`src/rtl/pipelined_addsub.sv`:
```
// Pipelined N-bit add/sub, one CHUNK-bit carry slice per stage.
// Valid/ready stream with optional signed saturation.
module pipelined_addsub #(
  parameter int N     = 16,
  parameter int CHUNK = 4
) (
  input  logic         clk,
  input  logic         rst_n,
  input  logic         in_valid,
  output logic         in_ready,
  input  logic [N-1:0] a,
  input  logic [N-1:0] b,
  input  logic         sub,
  input  logic         sat,
  output logic         out_valid,
  input  logic         out_ready,
  output logic [N-1:0] result,
  output logic         co,
  output logic         ovf
);

  localparam int STAGES = N / CHUNK;

  localparam logic [N-1:0] MAXP = {1'b0, {(N-1){1'b1}}};
  localparam logic [N-1:0] MINN = {1'b1, {(N-1){1'b0}}};

  if (N % CHUNK != 0) begin : g_bad_chunk
    $error("N must be a multiple of CHUNK");
  end

  logic           w_en;
  logic [N-1:0]   w_bs;
  logic [N-1:0]   w_sum;
  logic           w_ovf;
  logic           w_unused;

  logic [CHUNK:0] w_add  [STAGES];
  logic [N-1:0]   w_nsum [STAGES];

  logic           r_vld  [STAGES];
  logic [N-1:0]   r_a    [STAGES];
  logic [N-1:0]   r_b    [STAGES];
  logic [N-1:0]   r_sum  [STAGES];
  logic           r_cy   [STAGES];
  logic           r_sat  [STAGES];
  logic           r_sa   [STAGES];
  logic           r_sb   [STAGES];

  assign w_en     = !r_vld[STAGES-1] || out_ready;
  assign in_ready = w_en;
  assign w_bs     = sub ? ~b : b;

  // Per-slice ripple adders and the partial sums they extend
  always_comb begin
    w_add[0] = {1'b0, a[CHUNK-1:0]}
             + {1'b0, w_bs[CHUNK-1:0]}
             + {{CHUNK{1'b0}}, sub};
    w_nsum[0] = '0;
    w_nsum[0][CHUNK-1:0] = w_add[0][CHUNK-1:0];
    for (int k = 1; k < STAGES; k++) begin
      w_add[k] = {1'b0, r_a[k-1][k*CHUNK +: CHUNK]}
               + {1'b0, r_b[k-1][k*CHUNK +: CHUNK]}
               + {{CHUNK{1'b0}}, r_cy[k-1]};
      w_nsum[k] = r_sum[k-1];
      w_nsum[k][k*CHUNK +: CHUNK] = w_add[k][CHUNK-1:0];
    end
  end

  // Shift every stage together whenever the output can advance
  always_ff @(posedge clk or negedge rst_n) begin
    if (!rst_n) begin
      for (int k = 0; k < STAGES; k++) begin
        r_vld[k] <= 1'b0;
        r_a[k]   <= '0;
        r_b[k]   <= '0;
        r_sum[k] <= '0;
        r_cy[k]  <= 1'b0;
        r_sat[k] <= 1'b0;
        r_sa[k]  <= 1'b0;
        r_sb[k]  <= 1'b0;
      end
    end else if (w_en) begin
      r_vld[0] <= in_valid;
      r_a[0]   <= a;
      r_b[0]   <= w_bs;
      r_sum[0] <= w_nsum[0];
      r_cy[0]  <= w_add[0][CHUNK];
      r_sat[0] <= sat;
      r_sa[0]  <= a[N-1];
      r_sb[0]  <= w_bs[N-1];
      for (int k = 1; k < STAGES; k++) begin
        r_vld[k] <= r_vld[k-1];
        r_a[k]   <= r_a[k-1];
        r_b[k]   <= r_b[k-1];
        r_sum[k] <= w_nsum[k];
        r_cy[k]  <= w_add[k][CHUNK];
        r_sat[k] <= r_sat[k-1];
        r_sa[k]  <= r_sa[k-1];
        r_sb[k]  <= r_sb[k-1];
      end
    end
  end

  assign w_sum = r_sum[STAGES-1];
  assign w_ovf = (r_sa[STAGES-1] == r_sb[STAGES-1])
              && (w_sum[N-1] != r_sa[STAGES-1]);

  // Overflow flag and saturation from the final-stage registers
  always_comb begin
    result = w_sum;
    if (r_sat[STAGES-1] && w_ovf) begin
      result = r_sa[STAGES-1] ? MINN : MAXP;
    end
  end

  assign out_valid = r_vld[STAGES-1];
  assign co        = r_cy[STAGES-1];
  assign ovf       = w_ovf;

  assign w_unused = ^{r_a[STAGES-1], r_b[STAGES-1]};

endmodule

```
`config.mk`:
```
export PLATFORM = sky130hd
export DESIGN_NAME = pipelined_addsub
export DESIGN_NICKNAME = d
export VERILOG_FILES = /design/src/rtl/pipelined_addsub.sv
export SDC_FILE = /design/constraint.sdc
export NUM_CORES = 1
export LEC_CHECK = 0
export BUFFER_PORTS_ARGS = -buffer_cell sky130_fd_sc_hd__buf_2
export CAP_MARGIN = 20
export CELL_PAD_IN_SITES_DETAIL_PLACEMENT = 0
export CELL_PAD_IN_SITES_GLOBAL_PLACEMENT = 2
export CORE_MARGIN = 5
export CORE_UTILIZATION = 36
export CTS_BUF_LIST = sky130_fd_sc_hd__clkbuf_8 sky130_fd_sc_hd__clkbuf_16
export CTS_CLUSTER_DIAMETER = 60
export CTS_CLUSTER_SIZE = 28
export DETAILED_ROUTE_END_ITERATION = 10
export GPL_TIMING_DRIVEN = 0
export PLACE_DENSITY = 0.78
export SLEW_MARGIN = 20
export SYNTH_ARGS = -nofsm -noshare
export SYNTH_HDL_FRONTEND = slang
export SYNTH_SLANG_ARGS = --single-unit
```
`constraint.sdc`:
```
create_clock -name clk -period 2.1 [get_ports clk]
set_clock_uncertainty 0.1 [all_clocks]
set_input_delay 0.315 -clock clk [delete_from_list [all_inputs] [get_ports clk]]
set_output_delay 0.315 -clock clk [all_outputs]
set_load 0.02 [all_outputs]
```
# After elaboration in Yosys (flattened, before gate mapping)
# Index checks and enable logic that the tools add are counted.
dict set report totals {
  output_inout_bits 20
  inputBits 38
  wordCells 48
  register_bits 156
}
dict set report classes {
  n_mux 3
  addsub 8
  eq_ne 2
  bitwise 1
  n_reduce_logical 4
}
# cell n
set op_table {}
lappend op_table {{16-bit two-way mux} 3}
lappend op_table {{4-bit by 4-bit adder with 5-bit output} 4}
lappend op_table {{5-bit by 1-bit adder with 5-bit output} 4}
lappend op_table {{16-bit inverter} 1}
lappend op_table {{1-bit logical AND} 2}
lappend op_table {{1-bit == test} 1}
lappend op_table {{1-bit logical NOT} 1}
lappend op_table {{1-bit logical OR} 1}
lappend op_table {{1-bit inequality test} 1}

# Longest topological paths before layout
dict set report logic_depth {
  word_depth 4
  ltp_mapped 7
  mapped_depth_nobuf 6
}

# Least setup slack after synthesis
# OpenSTA, ideal clock, no wires.
dict set report synth_path {
  kind {input-to-reg}
  from {input sub}
  to {register r_sum[51] (netlist bit)}
  t_arrival_ns 1.834
  setup_slack_ns 0.046
  cell_stages 7
  t_required_ns 1.880
  n_path_buf 2
  setup_time_ns 0.120
  path_cell_list {buf_6 > buf_2 > xor2_1 > ha_1 > and2_1 > a2111o_1 > and3_1}
}
dict set report synth_between {
  elab_chain_cells 3
}
# item line
set synth_rtl {}
lappend synth_rtl {{from (decl)} 13} ;# input logic sub,
lappend synth_rtl {{16-bit two-way mux} 51} ;# assign w_bs = sub ? ~b : b;
lappend synth_rtl {{4-bit by 4-bit adder with 5-bit output} 56} ;# + {1'b0, w_bs[CHUNK-1:0]}
lappend synth_rtl {{5-bit by 1-bit adder with 5-bit output *} 57} ;# + {{CHUNK{1'b0}}, sub};
lappend synth_rtl {{to (signal, indexed assignment)} 95} ;# r_sum[k] <= w_nsum[k];
lappend synth_rtl {{to (decl)} 43} ;# logic [N-1:0] r_sum [STAGES];
# Every way passes the cells marked *; elsewhere a longest branch is shown, timed or not.
# A chain may end at the register's enable or synchronous reset.

# Worst setup path after layout
dict set report layout_path {
  from {register r_sum, in the netlist w_sum[15]}
  to {output result[12]}
}
dict set report layout_between {
  elab_chain_cells 4
}
# item line
set layout_rtl {}
lappend layout_rtl {{1-bit inequality test} 106} ;# && (w_sum[N-1] != r_sa[STAGES-1]);
lappend layout_rtl {{1-bit logical AND} 106}
lappend layout_rtl {{1-bit logical AND} 111} ;# if (r_sat[STAGES-1] && w_ovf) begin
lappend layout_rtl {{16-bit two-way mux} 111}
lappend layout_rtl {{to (decl)} 17} ;# output logic [N-1:0] result,
# No other way between the ends.

==> impl_metrics.yaml <==
run_status:
  outcome: "complete, no violations"
finish:
  fillCellCount: 1272
  drive_gt1_share_pct: 18.0
  num_antenna_cells: 0
  finalNetCount: 636
  layout_common_cells: "233 x nand2_1, 102 x dfrtp_1, 53 x buf_2, 22 x o21ai_0, 21 x buf_6"
  multi_input_area_sq_um: 1940
  fin_util_pct: 45.1
  regArea_sq_um: 2550
  syn2layout_area_growth_pct: 22.7
  layout.cells.most_common: "nand2_1"
clocking:
  cts_sinks: 102
  h-tree-depth: 3
  clockRootBuffer: "clkbuf_16"
  path_clk_slew_ns: 0.07
  cts_tree: "done"
  cts_buffers: 9
  clockBufferDepth: 2
  clk_latency_ns: 0.34
yosys:
  ys_warn_count: 0
  synth_area_per_cell_sq_um: 9.23
  synthDistinctLibCells: 34
  synth_flop_cell: "dfrtp_1"
  syn-cell-area_sq_um: 4660
  synth_edf_count: 0
  synth_seq_cells: 102
  async_flop_share_pct: 100
  synth_nets: 562
  synthCells: 505
  seq_area_frac_synth_pct: 54.8
place:
  dp_hpwl_um: 7570
  gp_congestion: 0.808
  port_buffers: 56
die:
  die_h_um: 124
  num_rows: 41
  die_w_um: 124
  start_util_pct: 36.8
  io_pins: 58
  dieArea_sq_um: 15300
  coreArea_sq_um: 12700
sta:
  holdWs_ns: 0.0681
  rsz0062_at_grt: "yes"
  slew_headroom_pct: 60.6
  fmax_ghz: 0.478
  hold_violations: 0
  fin_crit_ns: 2.09
  finalSetupViolCount: 0
  worstMarginPinSlew_ns: 0.590
  slew_violations: 0
  fin_crit_sh_pct: 99.5
setup_path:
  cpMaxStageDelayCell: "dfrtp_1"
  slowest_delay_ns: 0.42
  worst_setup_path_start_kind: "register"
  critical_path_peak_fanout: 5
  critical_path_buf_inv_count: 3
  cp-end-kind: "primary output"
  crit_type: "register to primary output"
  cp_data_arrival_time_ns: 1.68
  rrSetupSlack_ns: 0.12
  required_ns: 1.68
  path_cells: "nor3b_4 > and3b_1 > buf_6 > buf_6 > a21o_1 > buf_6"
  cp_top_family: "simple AND/OR/NAND/NOR gates"
  critical_path.most_common_cell: "buf_6"
detailed_routing:
  post_drt_wl_per_cell_um: 13.7
  num_vias: 3397
  drc: 0
  drt_first_pass_iters: 4
  first_iter_violations: 162
  antenna_left: 0
  finalWirelength_um: 10400
  viasPerCell: 4.49
power_and_ir_drop:
  power_density_nw_per_um2: 1530
  leakagePower_nw: 3.02
  peakVddDrop_v: 0.000539
global_route:
  grt_antenna_before_repair: 0
  grt_max_degree: 64
  grt_overflow: 0
  grt_util_all_layers_pct: 15.0
  grt_pass1_vias: 3510
  grt_pass1_wl_um: 17800
worst_hold_path:
  hold_class: "input pin to register"
flow_run:
  maxCapViolCount: 0
path summary, 6_finish.rpt:
| kind | start | end | depth (start not counted) |
|---|---|---|---|
| setup / recovery | w_sum[15] | result[12] | 6 |
| hold / removal | sat | r_sat[3] | 3 |
| setup reg to reg | r_a[28] | co | 5 |
| hold reg to reg | r_sum[20] | r_sum[20] | 2 |
| max in group asynchronous | rst_n | r_b[41] | 3 |
| min in group asynchronous | rst_n | w_sum[0] | 2 |
through the flow:
stage	cell area [sq um]	worst slack (ns)	TNS (ns)	std cells	total power, W
floorplan	4660	0.0464	0	505	0.00555
global placement	5160	-0.561	-56.54	733	0.00654
detailed placement	5190	-0.0948	-0.0948	734	0.00661
CTS	5640	0.00131	0	755	0.00866
global route	5720	-0.101	-1.25	756	0.00951
finish	5720	0.00975	0	756	0.00874
cell usage after synthesis, types with 4 or more instances:
| library cell | instances | area, sq um |
|---|---|---|
| o21ai_0 | 22 | 110 |
| fa_1 | 7 | 140 |
| clkbuf_1 | 6 | 22.5 |
| inv_1 | 12 | 45.0 |
| nand2_1 | 233 | 875 |
| xor2_1 | 4 | 35.0 |
| nor2b_1 | 6 | 37.5 |
| buf_2 | 18 | 90.1 |
| a21o_1 | 20 | 150 |
| dfrtp_1 | 102 | 2550 |
| nor2_1 | 8 | 30.0 |
| xnor2_1 | 14 | 123 |
| ha_1 | 12 | 150 |
| a21oi_1 | 11 | 55.1 |
tightest hold or removal path, stage by stage:
cell	delay (ns)
buf_2	0.07
nand2_1	0.04
nand2_1	0.05
kinds of logic (layout without fill, tap and decap cells):
family / Yosys count / after routing / share of synthesized area [%]
and+or+nand+nor: 262 / 262 / 22.5
DFF: 102 / 102 / 54.8
AOI/OAI and AO/OA: 59 / 59 / 7.89
buffers and inverters: 40 / 119 / 4.03
adders and majority gates: 19 / 19 / 6.23
xor gates and xnor gates: 18 / 18 / 3.38
muxes: 5 / 5 / 1.21
where the power goes:
part           internal (W)  leakage [nW]  total (W)  switching [W]
registers           0.00284          1.23    0.00338       0.000548
logic               0.00160          1.63    0.00356        0.00196
clock network       0.00108         0.160    0.00180       0.000721
state kept, by name, indices dropped and copies added (netlist names):
register	cells
r_a	24
out_valid	1
r_cy	3
r_sb	1
r_b	24
r_sum	24
r_vld	3
co	1
r_sa	1
w_sum	16
r_sat	4
final cells by class:
| cell class | count | area share (%) |
|---|---|---|
| multi-input cells | 363 | 33.9 |
| inverters | 13 | 0.897 |
| well taps | 172 | 3.76 |
| flip-flops and latches | 102 | 44.6 |
| clock buffers | 10 | 4.18 |
| repair buffers | 64 | 8.49 |
| clock inverters | 6 | 1.49 |
| plain buffers | 26 | 2.60 |
repair_timing:
item	in CTS	in global routing
setup endpoints to repair	12	17
hold endpoints to repair	39	0
setup buffers	4	1
cloned	1	0
gates resized for setup	23	22
hold buffers	1	0
pin swaps	3	3
layer usage:
metal	up-vias	GRT usage [%]	wire length [um]
met3	10	2.77	337
li1	1751	-	-
met4	0	5.54	214
met5	-	0	0
met2	53	22.8	4630
met1	1583	21.2	5180
Note: power is estimated with default switching activity, not from simulation.
